### config.mk
export PLATFORM = sky130hd
export DESIGN_NAME = slot_alloc_flags
export DESIGN_NICKNAME = d
export VERILOG_FILES = /design/src/rtl/slot_alloc_flags.sv
export SDC_FILE = /design/constraint.sdc
export NUM_CORES = 1
export LEC_CHECK = 0
export CAP_MARGIN = 20
export CORE_MARGIN = 2
export CORE_UTILIZATION = 49
export DETAILED_ROUTE_END_ITERATION = 6
export PLACE_DENSITY = 0.82
export SLEW_MARGIN = 20
export SYNTH_ARGS = -nofsm -noshare
export SYNTH_HDL_FRONTEND = slang
export SYNTH_SLANG_ARGS = --single-unit
### constraint.sdc
create_clock -name clk -period 6.2 [get_ports clk]
set_input_delay 0.93 -clock clk [delete_from_list [all_inputs] [get_ports clk]]
set_output_delay 0.93 -clock clk [all_outputs]
set_load 0.05 [all_outputs]
### src/rtl/slot_alloc_flags.sv
// slot_alloc_flags: 16-slot lowest-free allocator with registered busy flags, occupancy, full/empty.
// Define SLOT_ALLOC_ERR_EN to add the sticky err output for idle-slot frees and requests while full.
module slot_alloc_flags (
  input  logic        clk,
  input  logic        rst,
  input  logic        alloc_req,
  output logic        alloc_gnt,
  output logic [3:0]  alloc_idx,
  input  logic        free_vld,
  input  logic [3:0]  free_idx,
  output logic [15:0] busy_mask,
  output logic [4:0]  occupancy,
  output logic        full,
  output logic        empty
`ifdef SLOT_ALLOC_ERR_EN
  ,output logic       err
`endif
);
  logic [15:0] r_busy;
  logic [4:0]  r_occ;
  logic        r_full, r_empty;
  logic [3:0]  w_idx;
  logic        w_hit;
  logic [15:0] w_busy_nxt;
  logic [4:0]  w_occ_nxt;
  always_comb begin
    w_idx = 4'd0;
    for (int i = 15; i >= 0; i--) if (!r_busy[i]) w_idx = 4'(i);
  end
  assign alloc_gnt  = alloc_req & ~r_full & ~rst;
  assign alloc_idx  = alloc_gnt ? w_idx : 4'd0;
  // a free only counts when its slot is busy, so it can never collide with the grant
  assign w_hit      = free_vld & r_busy[free_idx];
  assign w_busy_nxt = (r_busy & ~(w_hit ? 16'd1 << free_idx : 16'd0)) | (alloc_gnt ? 16'd1 << w_idx : 16'd0);
  assign w_occ_nxt  = r_occ + {4'd0, alloc_gnt} - {4'd0, w_hit};
  always_ff @(posedge clk or posedge rst)
    if (rst) begin
      r_busy  <= '0;
      r_occ   <= '0;
      r_full  <= 1'b0;
      r_empty <= 1'b1;
    end else begin
      r_busy  <= w_busy_nxt;
      r_occ   <= w_occ_nxt;
      r_full  <= w_occ_nxt == 5'd16;
      r_empty <= w_occ_nxt == 5'd0;
    end
  assign busy_mask = r_busy;
  assign occupancy = r_occ;
  assign full      = r_full;
  assign empty     = r_empty;
`ifdef SLOT_ALLOC_ERR_EN
  logic r_err;
  always_ff @(posedge clk or posedge rst)
    if (rst) r_err <= 1'b0;
    else     r_err <= r_err | (free_vld & ~r_busy[free_idx]) | (alloc_req & r_full);
  assign err = r_err;
`endif
endmodule

==> impl_metrics.yaml, run 1 <==
global_routing:
  grt_pass1_vias: 1264
  grt_max_degree: 24
  antenna_found_initial: 0
  grt.total_usage_pct: 26.0
  grt_pass1_wl_um: 6600
  overflow: 0
power:
  p_per_area_mw_per_mm2: 500
  ir_drop_mv: 0.446
  power.leakage_nw: 0.752
cells_and_area:
  layout-drive-gt1-share_pct: 13.7
  syn_to_final_growth_pct: 28.2
  fill_cells: 234
  final_area_mm2: 0.00187
  fin_util_pct: 67.1
  layout.nets: 198
  antenna_cells: 0
detailed_routing:
  remaining_drc_errors: 0
  vias_per_cell: 6.28
  avgRoutedWirePerCell_um: 18.1
  drt_iter0_markers: 117
  vias: 1344
  ant_nets: 0
  wirelength_um: 3880
  firstDrtPassIters: 5
clock_network:
  clkLatencyLatePin_ps: 320
  cts_setup_buffers: 0
  clock-sinks: 23
  cts_tree: "done"
  clockRootBuffer: "clkbuf_4"
  cts_resized: 0
  cts.htree.levels: 1
  postCtsHoldBufs: 0
  numCtsBuffers: 3
  clk_pin_slew_worst_paths_ps: 130
  clk_path_buf_depth: 2
logic_synthesis:
  synth_cell_types: 43
  syn-num-nets: 159
  synth.area.top_cells: "dfrtp_1 38%, o21ai_0 7.2%, mux4_2 4.6%"
  ys_ff_latch: 23
  synth_commonest_cells: "22 x dfrtp_1, 21 x o21ai_0, 14 x inv_1"
  synthCells: 145
  synth.most_common_cell: "dfrtp_1"
  yosysSeqAreaShare_pct: 39.6
  syn_avg_cell_area_um2: 10.0
  synthFlopType: "dfrtp_1"
  syn_area_mm2: 0.00146
  yosys_warnings: 0
  yosys.area.top_type: "dfrtp_1"
  synth_top_cell_area_share_pct: 37.8
  async_reset_ff_share_pct: 100
  synth-edff-count: 0
floorplan:
  die_h_um: 58.5
  start_util_pct: 52.4
  rows: 19
  io_pins: 36
  dieArea_mm2: 0.00342
  die_width_um: 58.5
  core_area_mm2: 0.00278
place:
  dp_slack_ps: 1670
  gp_congestion: 0.910
  dpl_cell_area_mm2: 0.00184
  portBuffers: 35
  dp_hpwl_um: 2960
sta:
  drv_slew: 0
  finClkSkew_ps: 0.817
  final_hold_viol_count: 0
  setup_tns_ps: 0
  fin_crit_ps: 4190
  setup_viol: 0
  rsz0062_at_grt: "false"
  max-slew-margin-rel_pct: 40.7
  period_share_pct: 67.6
  clock.fmax_mhz: 239
  max_slew.worst_pin.slew_ps: 888
  timing.final.ws_setup_ps: 2010
worst_setup_path:
  criticalPathCategory: "in2reg"
  critPathCaptureType: "flip-flop"
  r2r-end: "full"
  crit_start: "free_idx[0]"
  worst_ep_arrival_time_ps: 4440
  cp-start-kind: "primary input"
  rr_worst_depth: 12
  worst-r2r-setup-slack_ps: 2900
  rr_startpoint: "busy_mask[5]"
  cp.required_ps: 6450
  path_max_fanout: 8
  crit_path_end: "full"
min_path:
  hp-class: "reg2reg"
flow_run:
  cap_violations: 0
run_status:
  status: "finished clean"
-- critical path, stage by stage --
cell and delay, ps:
clkdlybuf4s50_1 670, mux4_1 600, nor2b_1 140, a41oi_1 150, o221ai_1 160, ha_1 300, inv_1 60, ha_1 150
inv_1 60, fa_1 480, inv_1 50, or4_1 540, nor2b_1 140
-- cells by family (layout without fill, tap and decap cells) --
group / count (synthesis) / count (layout) / synth area share (%)
flops: 23 / 23 / 39.6
xor+xnor: 4 / 4 / 2.41
fa+ha+maj: 6 / 6 / 5.67
mux: 4 / 4 / 6.44
simple gates: 43 / 43 / 18.7
compound gates: 50 / 50 / 23.2
buf+inv: 15 / 53 / 3.95
-- worst min-delay path by stage --
stage	start	endpoint	cells after the start
detailed placement	busy_mask[10]	busy_mask[10]	2
finish	busy_mask[10]	busy_mask[10]	2
global route	busy_mask[11]	busy_mask[11]	2
global placement	busy_mask[10]	busy_mask[10]	2
CTS	busy_mask[6]	busy_mask[6]	2
floorplan	busy_mask[14]	busy_mask[14]	2
-- cell type report --
class | instances | area [um^2] | share of cell area, %
Multi-Input combinational cell | 107 | 822 | 44.0
Inverter | 14 | 52.6 | 2.82
Clock buffer | 4 | 26.3 | 1.41
Sequential cell | 23 | 577 | 30.9
Tap cell | 31 | 38.8 | 2.08
Timing Repair Buffer | 35 | 350 | 18.8
-- where the power goes --
part | internal [mW] | leakage [nW] | switching, mW | total (mW)
Combinational | 0.221 | 0.444 | 0.375 | 0.596
Sequential | 0.201 | 0.293 | 0.0656 | 0.266
Clock | 0.0252 | 0.0150 | 0.0463 | 0.0715
-- flip-flops by register name, indices dropped and copies added (netlist names) --
register / flops
empty: 1
full: 1
busy_mask: 16
occupancy: 5
-- placed cells by master (no fill, tap or decap), types with 2 or more instances in the layout --
master	n
nand3_1	4
nand2b_1	4
nor2_1	3
dfrtp_1	22
a21oi_1	4
nand3b_1	2
o221ai_1	2
xnor2_1	4
clkbuf_4	3
nor2b_1	4
ha_1	5
mux4_2	3
nand4_1	4
inv_1	14
o21ai_0	21
o21ai_1	5
o21ai_2	6
clkdlybuf4s50_1	35
a21o_1	3
nand2_1	10
-- per-stage QoR --
step | std cells | hold WS, ps | total power [mW]
after floorplan | 145 | 822 | 0.672
after global placement | 210 | 607 | 0.844
after detailed placement | 210 | 623 | 0.859
after CTS | 214 | 644 | 0.931
after global routing | 214 | 679 | 0.994
final | 214 | 655 | 0.934
-- per-layer routing --
layer | vias up | global-route usage, % | routed length [um]
li1 | 610 | - | -
met1 | 644 | 40.5 | 1660
met2 | 83 | 36.3 | 1760
met3 | 7 | 5.05 | 407
met4 | 0 | 8.31 | 48
met5 | - | 0 | 0
Note: power is estimated with default switching activity, not from simulation.
==> run 2: changes to the inputs <==
--- a/config.mk
+++ b/config.mk
@@ -7,9 +7,9 @@
 export LEC_CHECK = 0
 export CAP_MARGIN = 20
 export CORE_MARGIN = 2
-export CORE_UTILIZATION = 49
+export CORE_UTILIZATION = 44
 export DETAILED_ROUTE_END_ITERATION = 6
-export PLACE_DENSITY = 0.82
+export PLACE_DENSITY = 0.78
 export SLEW_MARGIN = 20
 export SYNTH_ARGS = -nofsm -noshare
 export SYNTH_HDL_FRONTEND = slang
==> constraint.sdc (replaced) <==
create_clock -name clk -period 3.55 [get_ports clk]
set_input_delay 0.5325 -clock clk [delete_from_list [all_inputs] [get_ports clk]]
set_output_delay 0.5325 -clock clk [all_outputs]
set_load 0.05 [all_outputs]
==> run 2 against run 1 <==
Against the previous run:
- global-route usage down 2.2 points
- worst setup slack worse by 1900 ps
- clock skew increased by 2.4 ps
- clock power rose by 73%
- critical path depth is 6 lower
- final cell count rose by 12%
- sequential cell count stayed put
- die area increased by 11%
- sequential share of layout area decreased by 1.6 points
- combinational power up 90%
- non-clock buffer count increased by 12
- routed wire length grew 1.9%
- critical path type is now reg2out
==> impl_metrics.yaml, run 2 (synthesized netlist as in run 1, its figures left out) <==
run_status:
  status: "finished clean"
min_path:
  hp-class: "reg2reg"
  hold_depth: 2
  holdCritStartpoint: "busy_mask[12]"
  hold_end: "busy_mask[12]"
worst_setup_path:
  path_max_fanout: 6
  critPathCaptureType: "output pin"
  rr_startpoint: "busy_mask[4]"
  worstPathCellList: "buf_4, nor2b_1, o221ai_1, o211ai_2, a21boi_1, and2_1, clkdlybuf4s50_1"
  cp.required_ps: 3020
  worst_path_largest_cell_delay_ps: 800
  rr_worst_depth: 12
  r2r-end: "empty"
  criticalPathCategory: "reg2out"
  worst-r2r-setup-slack_ps: 350
  worst_ep_arrival_time_ps: 2860
  critPathSlowestCell: "clkdlybuf4s50_1"
  crit_start: "busy_mask[7]"
  cp-start-kind: "flip-flop"
cells_and_area:
  final_area_mm2: 0.00197
  largest_reg_flops: 16
  fin_util_pct: 63.5
  fill_cells: 282
  antenna_cells: 0
  syn_to_final_growth_pct: 35.4
  instances_no_fill: 239
  final_cell_mix: "34 x clkdlybuf4s50_1, 22 x dfrtp_1, 21 x o21ai_0"
  layout_commonest_cell: "clkdlybuf4s50_1"
  multi_input_area_um2: 818
  layout-drive-gt1-share_pct: 19.5
  seqCellArea_um2: 577
  layout.nets: 210
place:
  dpl_cell_area_mm2: 0.00195
  gp_congestion: 0.923
  dpl.cell_count: 235
  dp_hpwl_um: 3140
  dp_slack_ps: -283
  portBuffers: 35
floorplan:
  start_util_pct: 46.9
  io_pins: 36
  core_area_mm2: 0.00310
  dieArea_mm2: 0.00379
  rows: 20
  die_h_um: 61.5
  die_width_um: 61.5
clock_network:
  clkLatencyLatePin_ps: 320
  cts_tree: "done"
  numCtsBuffers: 3
  clockRootBuffer: "clkbuf_4"
  cts.htree.levels: 1
  clk_path_buf_depth: 2
  clock-sinks: 23
  clk_pin_slew_worst_paths_ps: 120
global_routing:
  grt_pass1_wl_um: 6530
  overflow: 0
  grt_max_degree: 24
  grt.total_usage_pct: 23.8
  grt_pass1_vias: 1406
  antenna_found_initial: 0
detailed_routing:
  drt_iter0_markers: 106
  ant_nets: 0
  wirelength_um: 3950
  avgRoutedWirePerCell_um: 16.5
  vias_per_cell: 5.77
  firstDrtPassIters: 6
  remaining_drc_errors: 0
  vias: 1378
sta:
  clock.fmax_mhz: 295
  finClkSkew_ps: 3.20
  rsz0062_at_grt: "false"
  timing.final.ws_setup_ps: 155
  fin_hold_ws_ps: 658
  final_hold_viol_count: 0
  setup_viol: 0
  period_share_pct: 95.6
  max-slew-margin-rel_pct: 41.9
  max_slew.worst_pin.slew_ps: 871
  setup_tns_ps: 0
  fin_crit_ps: 3400
  drv_slew: 0
power:
  power.leakage_nw: 0.812
  finalPower_mw: 1.71
  p_per_area_mw_per_mm2: 867
  ir_drop_mv: 0.517
flow_run:
  cap_violations: 0
run 2: cell count changes in the layout (fill, tap and decap cells not counted):
cell,previous run,this run
clkdlybuf4s50_1,35,34
dlymetal6s2s_1,0,1
buf_4,0,12
mux4_2,3,4
mux4_1,1,0
run 2: worst max path at each step:
stage | endpoint | slack, ps | cells after the start
6_report | alloc_idx[0] | 150 | 7
5_1_grt | alloc_idx[0] | 3 | 7
4_1_cts | empty | 50 | 13
3_5_place_dp | empty | -280 | 13
3_3_place_gp | full | -240 | 13
2_1_floorplan | alloc_idx[1] | 30 | 3
run 2: layer usage:
layer  wire (um)  vias to the layer above  track usage (%)
met3         315                        9             4.62
li1            -                      633                -
met4          86                        0             10.3
met2        1880                       67             36.1
met1        1670                      669             33.2
met5           0                        -                0
run 2: report_power, final:
group          total, mW  internal, mW  switching, mW
logic               1.13         0.457          0.674
clock network      0.124        0.0441         0.0802
registers          0.455         0.351          0.104
run 2: area by class of cell:
cell class                      instances  share of cell area, %
Timing Repair Buffer                   47                   22.5
Sequential cell                        23                   29.3
Inverter                               14                   2.66
Multi-Input combinational cell        107                   41.5
Clock buffer                            4                   1.33
Tap cell                               44                   2.79
run 2: what timing repair did:
action                     CTS  global route
buffers inserted             0             0
setup endpoints to repair    0             4
resized for setup            0             2
hold buffers                 0             0
run 2: critical path: cells and delay by family (launching register included):
kind | cells | cell delay, ps
buffers and inverters | 2 | 970
AO/OA/AOI/OAI | 3 | 820
flip-flops | 1 | 410
AND/OR/NAND/NOR | 2 | 330
==> run 3: changes to the inputs <==
--- a/config.mk
+++ b/config.mk
@@ -5,7 +5,6 @@
 export SDC_FILE = /design/constraint.sdc
 export NUM_CORES = 1
 export LEC_CHECK = 0
-export CAP_MARGIN = 20
 export CORE_MARGIN = 2
 export CORE_UTILIZATION = 44
 export DETAILED_ROUTE_END_ITERATION = 6
==> results of run 3 <==
No change in the layout: final DEF, timing and power equal those of run 2.
